--- config.mk ---
export PLATFORM = sky130hd
export DESIGN_NAME = seg_display_scan
export DESIGN_NICKNAME = d
export VERILOG_FILES = /design/src/rtl/seg_display_scan.sv
export SDC_FILE = /design/constraint.sdc
export NUM_CORES = 1
export LEC_CHECK = 0
export ABC_CLOCK_PERIOD_IN_PS = 6420
export BUFFER_PORTS_ARGS = -buffer_cell sky130_fd_sc_hd__buf_2
export CAP_MARGIN = 25
export CORE_MARGIN = 1.5
export CORE_UTILIZATION = 50
export CTS_CLUSTER_SIZE = 28
export DETAILED_ROUTE_END_ITERATION = 10
export PLACE_DENSITY = 0.71
export SKIP_LAST_GASP = 1
export SYNTH_ARGS = -nofsm -noshare
export SYNTH_HDL_FRONTEND = slang
export SYNTH_SLANG_ARGS = --single-unit
--- constraint.sdc ---
create_clock -name clock -period 6.42 [get_ports clock]
set_input_delay 0.321 -clock clock [delete_from_list [all_inputs] [get_ports clock]]
set_output_delay 0.321 -clock clock [all_outputs]
set_load 0.03 [all_outputs]
--- src/rtl/seg_display_scan.sv ---
// Time-multiplexed seven-segment driver: scans NUM_DIGITS hex digits over a shared
// active-low cathode bus, with per-slot blanking, per-digit enable/blink and shadow loading.
module seg_display_scan #(
   parameter int NUM_DIGITS   = 2,
   parameter int REFRESH_DIV  = 100000,
   parameter int BLANK_CYCLES = 1000,
   parameter int BLINK_DIV    = 64,
   localparam int IDX_W       = (NUM_DIGITS > 1) ? $clog2(NUM_DIGITS) : 1
) (
   input  logic                    clock,
   input  logic                    reset_n,
   input  logic                    load,
   input  logic [4*NUM_DIGITS-1:0] digit_values,
   input  logic [NUM_DIGITS-1:0]   digit_enable,
   input  logic [NUM_DIGITS-1:0]   blink_mask,
   output logic [NUM_DIGITS-1:0]   anode,
   output logic [6:0]              cathode,
   output logic [IDX_W-1:0]        scan_index,
   output logic                    frame_tick
);

   localparam int SLOT_W = (REFRESH_DIV > 1) ? $clog2(REFRESH_DIV) : 1;
   localparam int FRM_W  = (BLINK_DIV > 1) ? $clog2(BLINK_DIV) : 1;
   localparam logic [SLOT_W-1:0] SLOT_LAST = SLOT_W'(REFRESH_DIV - 1);
   localparam logic [SLOT_W-1:0] BLANK_LIM = SLOT_W'(BLANK_CYCLES);
   localparam logic [IDX_W-1:0]  IDX_LAST  = IDX_W'(NUM_DIGITS - 1);
   localparam logic [FRM_W-1:0]  FRM_LAST  = FRM_W'(BLINK_DIV - 1);

   if (NUM_DIGITS < 1 || NUM_DIGITS > 8 || REFRESH_DIV < 2 || BLANK_CYCLES < 0 ||
       BLANK_CYCLES >= REFRESH_DIV || BLINK_DIV < 1) begin : g_param_check
      $error("seg_display_scan: illegal parameter combination");
   end

   logic [SLOT_W-1:0]       slot_q, slot_d;
   logic [IDX_W-1:0]        idx_q, idx_d;
   logic [FRM_W-1:0]        frame_q, frame_d;
   logic                    blink_q, blink_d;
   logic [4*NUM_DIGITS-1:0] val_q, val_d;
   logic [NUM_DIGITS-1:0]   en_q, en_d;
   logic [NUM_DIGITS-1:0]   mask_q, mask_d;
   logic [NUM_DIGITS-1:0]   anode_q, anode_d;
   logic [6:0]              cathode_q, cathode_d;
   logic                    tick_q, tick_d;
   logic                    slot_wrap, frame_wrap, lit;
   logic [3:0]              sel_nib;
   logic                    sel_en, sel_mask;
   logic [3:0]              nib [NUM_DIGITS];

   function automatic logic [6:0] seg_decode(input logic [3:0] n);
      logic [6:0] s;
      s = 7'h7F;
      case (n)
         4'h0: s = 7'b0000001;  4'h1: s = 7'b1001111;
         4'h2: s = 7'b0010010;  4'h3: s = 7'b0000110;
         4'h4: s = 7'b1001100;  4'h5: s = 7'b0100100;
         4'h6: s = 7'b0100000;  4'h7: s = 7'b0001111;
         4'h8: s = 7'b0000000;  4'h9: s = 7'b0000100;
         4'hA: s = 7'b0001000;  4'hB: s = 7'b1100000;
         4'hC: s = 7'b0110001;  4'hD: s = 7'b1000010;
         4'hE: s = 7'b0110000;  4'hF: s = 7'b0111000;
         default: s = 7'h7F;
      endcase
      return s;
   endfunction

   for (genvar gi = 0; gi < NUM_DIGITS; gi++) begin : g_nib
      assign nib[gi] = val_d[4*gi +: 4];
   end

   always_comb begin
      slot_wrap  = (slot_q == SLOT_LAST);
      frame_wrap = slot_wrap && (idx_q == IDX_LAST);
      slot_d     = slot_wrap ? '0 : slot_q + 1'b1;
      idx_d      = idx_q;
      frame_d    = frame_q;
      blink_d    = blink_q;
      if (frame_wrap) begin
         idx_d = '0;
         if (frame_q == FRM_LAST) begin
            frame_d = '0;
            blink_d = ~blink_q;
         end else begin
            frame_d = frame_q + 1'b1;
         end
      end else if (slot_wrap) begin
         idx_d = idx_q + 1'b1;
      end
      tick_d = frame_wrap;
      // A load on a wrap edge is visible in the very slot it opens.
      val_d  = load ? digit_values : val_q;
      en_d   = load ? digit_enable : en_q;
      mask_d = load ? blink_mask   : mask_q;
   end

   // Outputs are derived from next-state so they update on the same edge as the state.
   always_comb begin
      sel_nib  = 4'h0;
      sel_en   = 1'b0;
      sel_mask = 1'b0;
      for (int k = 0; k < NUM_DIGITS; k++) begin
         if (idx_d == IDX_W'(k)) begin
            sel_nib  = nib[k];
            sel_en   = en_d[k];
            sel_mask = mask_d[k];
         end
      end
      lit       = (slot_d >= BLANK_LIM) && sel_en && !(sel_mask && blink_d);
      anode_d   = '1;
      cathode_d = 7'h7F;
      if (lit) begin
         for (int k = 0; k < NUM_DIGITS; k++) begin
            anode_d[k] = (idx_d != IDX_W'(k));
         end
         cathode_d = seg_decode(sel_nib);
      end
   end

   always_ff @(posedge clock or negedge reset_n) begin
      if (!reset_n) begin
         slot_q    <= '0;
         idx_q     <= '0;
         frame_q   <= '0;
         blink_q   <= 1'b0;
         val_q     <= '0;
         en_q      <= '0;
         mask_q    <= '0;
         anode_q   <= '1;
         cathode_q <= 7'h7F;
         tick_q    <= 1'b0;
      end else begin
         slot_q    <= slot_d;
         idx_q     <= idx_d;
         frame_q   <= frame_d;
         blink_q   <= blink_d;
         val_q     <= val_d;
         en_q      <= en_d;
         mask_q    <= mask_d;
         anode_q   <= anode_d;
         cathode_q <= cathode_d;
         tick_q    <= tick_d;
      end
   end

   assign anode      = anode_q;
   assign cathode    = cathode_q;
   assign scan_index = idx_q;
   assign frame_tick = tick_q;

endmodule

== Word-level counts from Yosys, hierarchy flattened ==
Memory sizes are Yosys's and may differ from the RTL's.
Cells that the tools add are included.

* Add/sub/neg operators: 3
* $lt $le $gt $ge: 1
* Bitwise operators: 2
* Reduce and logical (&&, ||, !) cells: 5
* Equality and inequality tests: 2
* Muxes and demuxes: 14

{| class="wikitable"
|+ Operator list
! kind !! number
|-
| 17-bit by 1-bit adder with 17-bit output (second input constant) || 1
|-
| 17-bit equality test (second input constant) || 1
|-
| 17-bit by 10-bit greater-or-equal comparator with 1-bit output (second input constant) || 1
|-
| 17-bit 2-to-1 mux || 1
|-
| 8-bit 2-to-1 mux || 1
|-
| 7-bit 2-to-1 mux || 1
|-
| 6-bit by 1-bit adder with 6-bit output (second input constant) || 1
|-
| 6-bit equality test (second input constant) || 1
|-
| 1-bit 2-to-1 mux || 6
|-
| 2-bit 2-to-1 mux || 3
|-
| 6-bit 2-to-1 mux || 1
|-
| 1-bit logical AND || 4
|-
| 4-bit 2-to-1 mux || 1
|-
| 1-bit NOT || 2
|-
| 1-bit adder (second input constant) || 1
|-
| 1-bit logical NOT || 1
|}

* Bits in read-only memories: 112
* Input port bits: 15
* Memories: 1
* Flip-flop bits (word level): 47
* Logic and storage cells: 38
* Output and inout port bits: 11

{| class="wikitable"
|+ Memory list
! name !! depth !! width !! read ports !! clocked after Yosys merged registers in !! write ports !! line !! source
|-
| (no name shown) || 16 || 7 || 1 || 0 || 0 || 52 || <nowiki>case (n)</nowiki>
|}

== Depth between registers and ports, before layout ==
* Depth after elaboration: 8
* Gate-level depth with buffers: 15
* Gate-level depth less buffers: 13

== Worst setup path before layout ==
OpenSTA, ideal clock, no wires.

* Path type: flip-flop to flip-flop
* From: reg slot_q[0]
* To: reg cathode_q[4], in the netlist cathode[4]
* Data arrival time: 3072 ps
* Stages on the path, launching flop included: 13
* Path buffers: 2
* Path slack: 3255 ps
* Required time: 6327 ps
* Period minus slack after synthesis: 3165 ps
* Path through: dfrtp_1 -> ha_1 -> buf_2 -> or4bb_1 -> nor3_1 -> ha_1 -> nand4_1 -> or2_1 -> a211o_1 -> and2_1 -> buf_1 -> a311oi_1 -> nand2_1

* Longest elaborated chain between the ends: 8
* Elaborated cells between the ends (all ways): 17

{| class="wikitable"
|+ Ends and longest elaborated chain
! what !! line !! source
|-
| start: declaration || 34 || <nowiki>logic [SLOT_W-1:0] slot_q, slot_d;</nowiki>
|-
| start signal: assignment || 131 || <nowiki>slot_q <= slot_d;</nowiki>
|-
| 17-bit equality test (*) || 71 || <nowiki>slot_wrap = (slot_q == SLOT_LAST);</nowiki>
|-
| 1-bit logical AND (*) || 72 || <nowiki>frame_wrap = slot_wrap && (idx_q == IDX_LAST);</nowiki>
|-
| via frame_wrap || 44 || <nowiki>logic slot_wrap, frame_wrap, lit;</nowiki>
|-
| parallel branches: the longest is 5 deep, another holds memory read 16 x 7 bit || - ||
|-
| 7-bit 2-to-1 mux (*) || 110 || <nowiki>if (lit) begin</nowiki>
|-
| via cathode_d[4] || 42 || <nowiki>logic [6:0] cathode_q, cathode_d;</nowiki>
|-
| end signal: assignment || 139 || <nowiki>cathode_q <= cathode_d;</nowiki>
|-
| end: declaration || 42 ||
|}

Mark *: on every way through the listed nets, which the timed path passes.
A chain may end at the register's enable or synchronous reset.

== Worst setup path in the final report ==
* From: reg slot_q[0]
* To: reg cathode_q[2], in the netlist cathode[2]

The elaborated chain is that of the path after synthesis.

==> results.cfg <==
[synth]
yosys_register_bits = 47
synth_compound_area_frac = 0.0801
synth_edf_count = 0
syn_area_per_cell_um2 = 10.6
syn-cell-area_um2 = 2550
synth_seq_area_share = 0.466
synthAdderAreaFrac = 0.0442
ys_warn_count = 0
synth.area.mux_share = 0.0983
synth-simple-area-share = 0.209
synthFlopType = dfrtp_1
synth-async-reset-ratio = 1.00
synthXorXnorAreaFrac = 0.0654
synthCells = 241
synth_nets = 265
yosys.cell_types.count = 50
synth_top_family_by_area = simple AND/OR/NAND/NOR gates

[finish]
drive_gt1_frac = 0.252
final_area_um2 = 2830
multi_input_area_um2 = 1270
num_antenna_cells = 0
layout.area.seq_um2 = 1190
nFillCells = 431
fin_nets = 285
area_growth_pct = 11.2

[global_route]
grt_pass1_vias = 1739
grt_max_degree = 48
gr-usage-all-layers = 0.192
antenna_found_initial = 0
overflow = 0
grt_pass1_wl_mm = 8.09

[routing]
drt-vias-per-instance = 5.45
dr.pass1.iters = 4
final_antenna_net_count = 0
via_count = 1792
drc = 0
drt_wl_total_mm = 4.68
avgRoutedWirePerCell_um = 14.2
drt_iter0_markers = 170

[sta]
drv_slew = 0
tns_ns = 0
finalHoldViolations = 0
worst_pin_slew_ns = 0.910
maxSlewHeadroom = 0.376
setup_slack_ns = 2.87
finalHoldWorstSlack_ns = 0.268
finalCritPeriodShare = 0.554
skew_ns = 0.00562
setup_viol = 0
rsz0062_at_grt = no
fin_crit_ns = 3.55
clock.fmax_mhz = 281

[placed_design]
port_buffers = 25
place.gp.congestion = 0.870
dp_hpwl_mm = 3.27
pre_cts_slack_ns = 2.93
place_area_um2 = 2690

[worst_hold_path]
min_to = val_q[2]
hold_path_depth = 2
hp-class = in2reg
hold_start = digit_values[2]

[clock_tree]
htreeDepth = 2
post_cts_resized = 0
insertion_delay_ns = 0.30
clk_pin_slew_worst_paths_ns = 0.09
clock_path_buffers = 2
cts_num_sinks = 47
cts_root_buffer = clkbuf_8
numCtsBuffers = 5
cts_tree = yes

[die]
pin_count = 26
dieArea_um2 = 5530
start_util = 0.529
dieHeight_um = 74.4
rows = 25
coreArea_um2 = 4820
die_w_um = 74.4

[critical_path]
worst-r2r-cell-count = 10
cp.arrival_ns = 3.79
cp_common_cell = ha_1
reg2reg_to = cathode[2]
endpoint_kind = flop
crit_slowest_cell = or4bb_1
crit_fanout = 10
worstPathRequired_ns = 6.65
worstPathCellList = ha_1, or4bb_1, nor3_1, ha_1, nand4_1, or4_1, o2111ai_1, and2_1, a211oi_1, nand2_1
path_buf_inv = 0
critPathTopFamily = simple AND/OR/NAND/NOR gates
worst_r2r_startpoint = slot_q[0]
worst_setup_path_start_kind = flop
critPathKind = reg2reg
slowest_delay_ns = 0.54
r2r_setup_slack_ns = 2.87

[run]
max_cap_viol_count = 0

[power]
peakVddDrop_uv = 129
leakagePower_nw = 1.25
power_density_nw_per_um2 = 205

[run_status]
status = finished clean
[layout by cell type, fill, tap and decap left out, types with 5 or more instances in the layout]
cell type,instances
inv_1,7
dfstp_2,9
ha_1,9
mux2i_1,7
clkbuf_8,5
a21oi_1,5
nor2_1,21
buf_2,25
nand4_1,7
o21ai_0,6
nor3_1,7
mux2_2,14
dfrtp_1,38
nand3_1,10
nand2_1,20
xnor2_1,8
xor2_1,11
[repair_timing]
| item | 4_1_cts | 5_1_grt |
|---|---|---|
| hold endpoints to repair | 0 | 8 |
| setup buffers | 0 | 0 |
| hold buffers | 0 | 1 |
[worst register-to-register path, stage by stage (launching register included)]
cell       delay [ns]
dfrtp_1          0.43
ha_1             0.42
or4bb_1          0.54
nor3_1           0.30
ha_1             0.36
nand4_1          0.24
or4_1            0.53
o2111ai_1        0.13
and2_1           0.32
a211oi_1         0.09
nand2_1          0.14
[cell families (layout without fill, tap and decap cells)]
kind of cell	count (synthesis)	count (layout)
compound gates	28	28
xor+xnor	19	19
fa+ha+maj	9	9
buf+inv	21	42
flops	47	47
mux	22	22
simple gates	95	95
[layer usage]
layer	up-vias	GRT usage	wire, um
met5	-	0	0
met4	0	0.0788	63
met3	6	0.0407	240
met2	52	0.285	2170
met1	840	0.273	2210
li1	894	-	-
[registers in the layout (all words and copies together), names as in the netlist]
name	count
anode	2
val_q	8
slot_q	17
blink_q	1
en_q	2
mask_q	2
frame_tick	1
scan_index	1
cathode	7
frame_q	6
[how the worst max path moves through the flow]
stage | from | end | slack (ns) | cells past startpoint
floorplan | slot_q[0] | cathode[4] | 3.26 | 12
global placement | slot_q[0] | cathode[4] | 2.96 | 10
detailed placement | slot_q[0] | cathode[4] | 2.93 | 10
CTS | slot_q[0] | cathode[4] | 2.90 | 10
global route | slot_q[0] | cathode[4] | 2.57 | 10
finish | slot_q[0] | cathode[2] | 2.87 | 10
[power breakdown]
| part | total, mW | switching (mW) | internal, mW |
|---|---|---|---|
| clock | 0.217 | 0.101 | 0.116 |
| sequential | 0.306 | 0.00218 | 0.304 |
| combinational | 0.0583 | 0.0336 | 0.0247 |
[final cells by class]
class,instances,share of cell area
Clock buffer,5,0.0243
Clock inverter,3,0.0155
Inverter,7,0.00928
Multi-Input combinational cell,173,0.447
Sequential cell,47,0.419
Tap cell,67,0.0296
Timing Repair Buffer,27,0.0548
[stage by stage]
stage	std cells	power (mW)	util
detailed placement	319	0.367	0.558
CTS	327	0.587	0.582
global route	329	0.609	0.588
finish	329	0.581	0.588
global placement	319	0.366	0.558
floorplan	241	0.350	-
[synth_stat cells (5+ instances only)]
cell type / instances / area share
mux2i_1: 7 / 0.028
nand3_1: 10 / 0.020
inv_1: 7 / 0.010
nand4_1: 7 / 0.017
xnor2_1: 8 / 0.028
a21oi_1: 5 / 0.0098
buf_2: 8 / 0.016
ha_1: 9 / 0.044
o21ai_0: 6 / 0.012
nand2_1: 20 / 0.029
nor2_1: 21 / 0.031
dfrtp_1: 38 / 0.37
dfstp_2: 9 / 0.093
nor3_1: 7 / 0.014
mux2_2: 14 / 0.062
xor2_1: 11 / 0.038
Note: power is estimated with default switching activity, not from simulation.
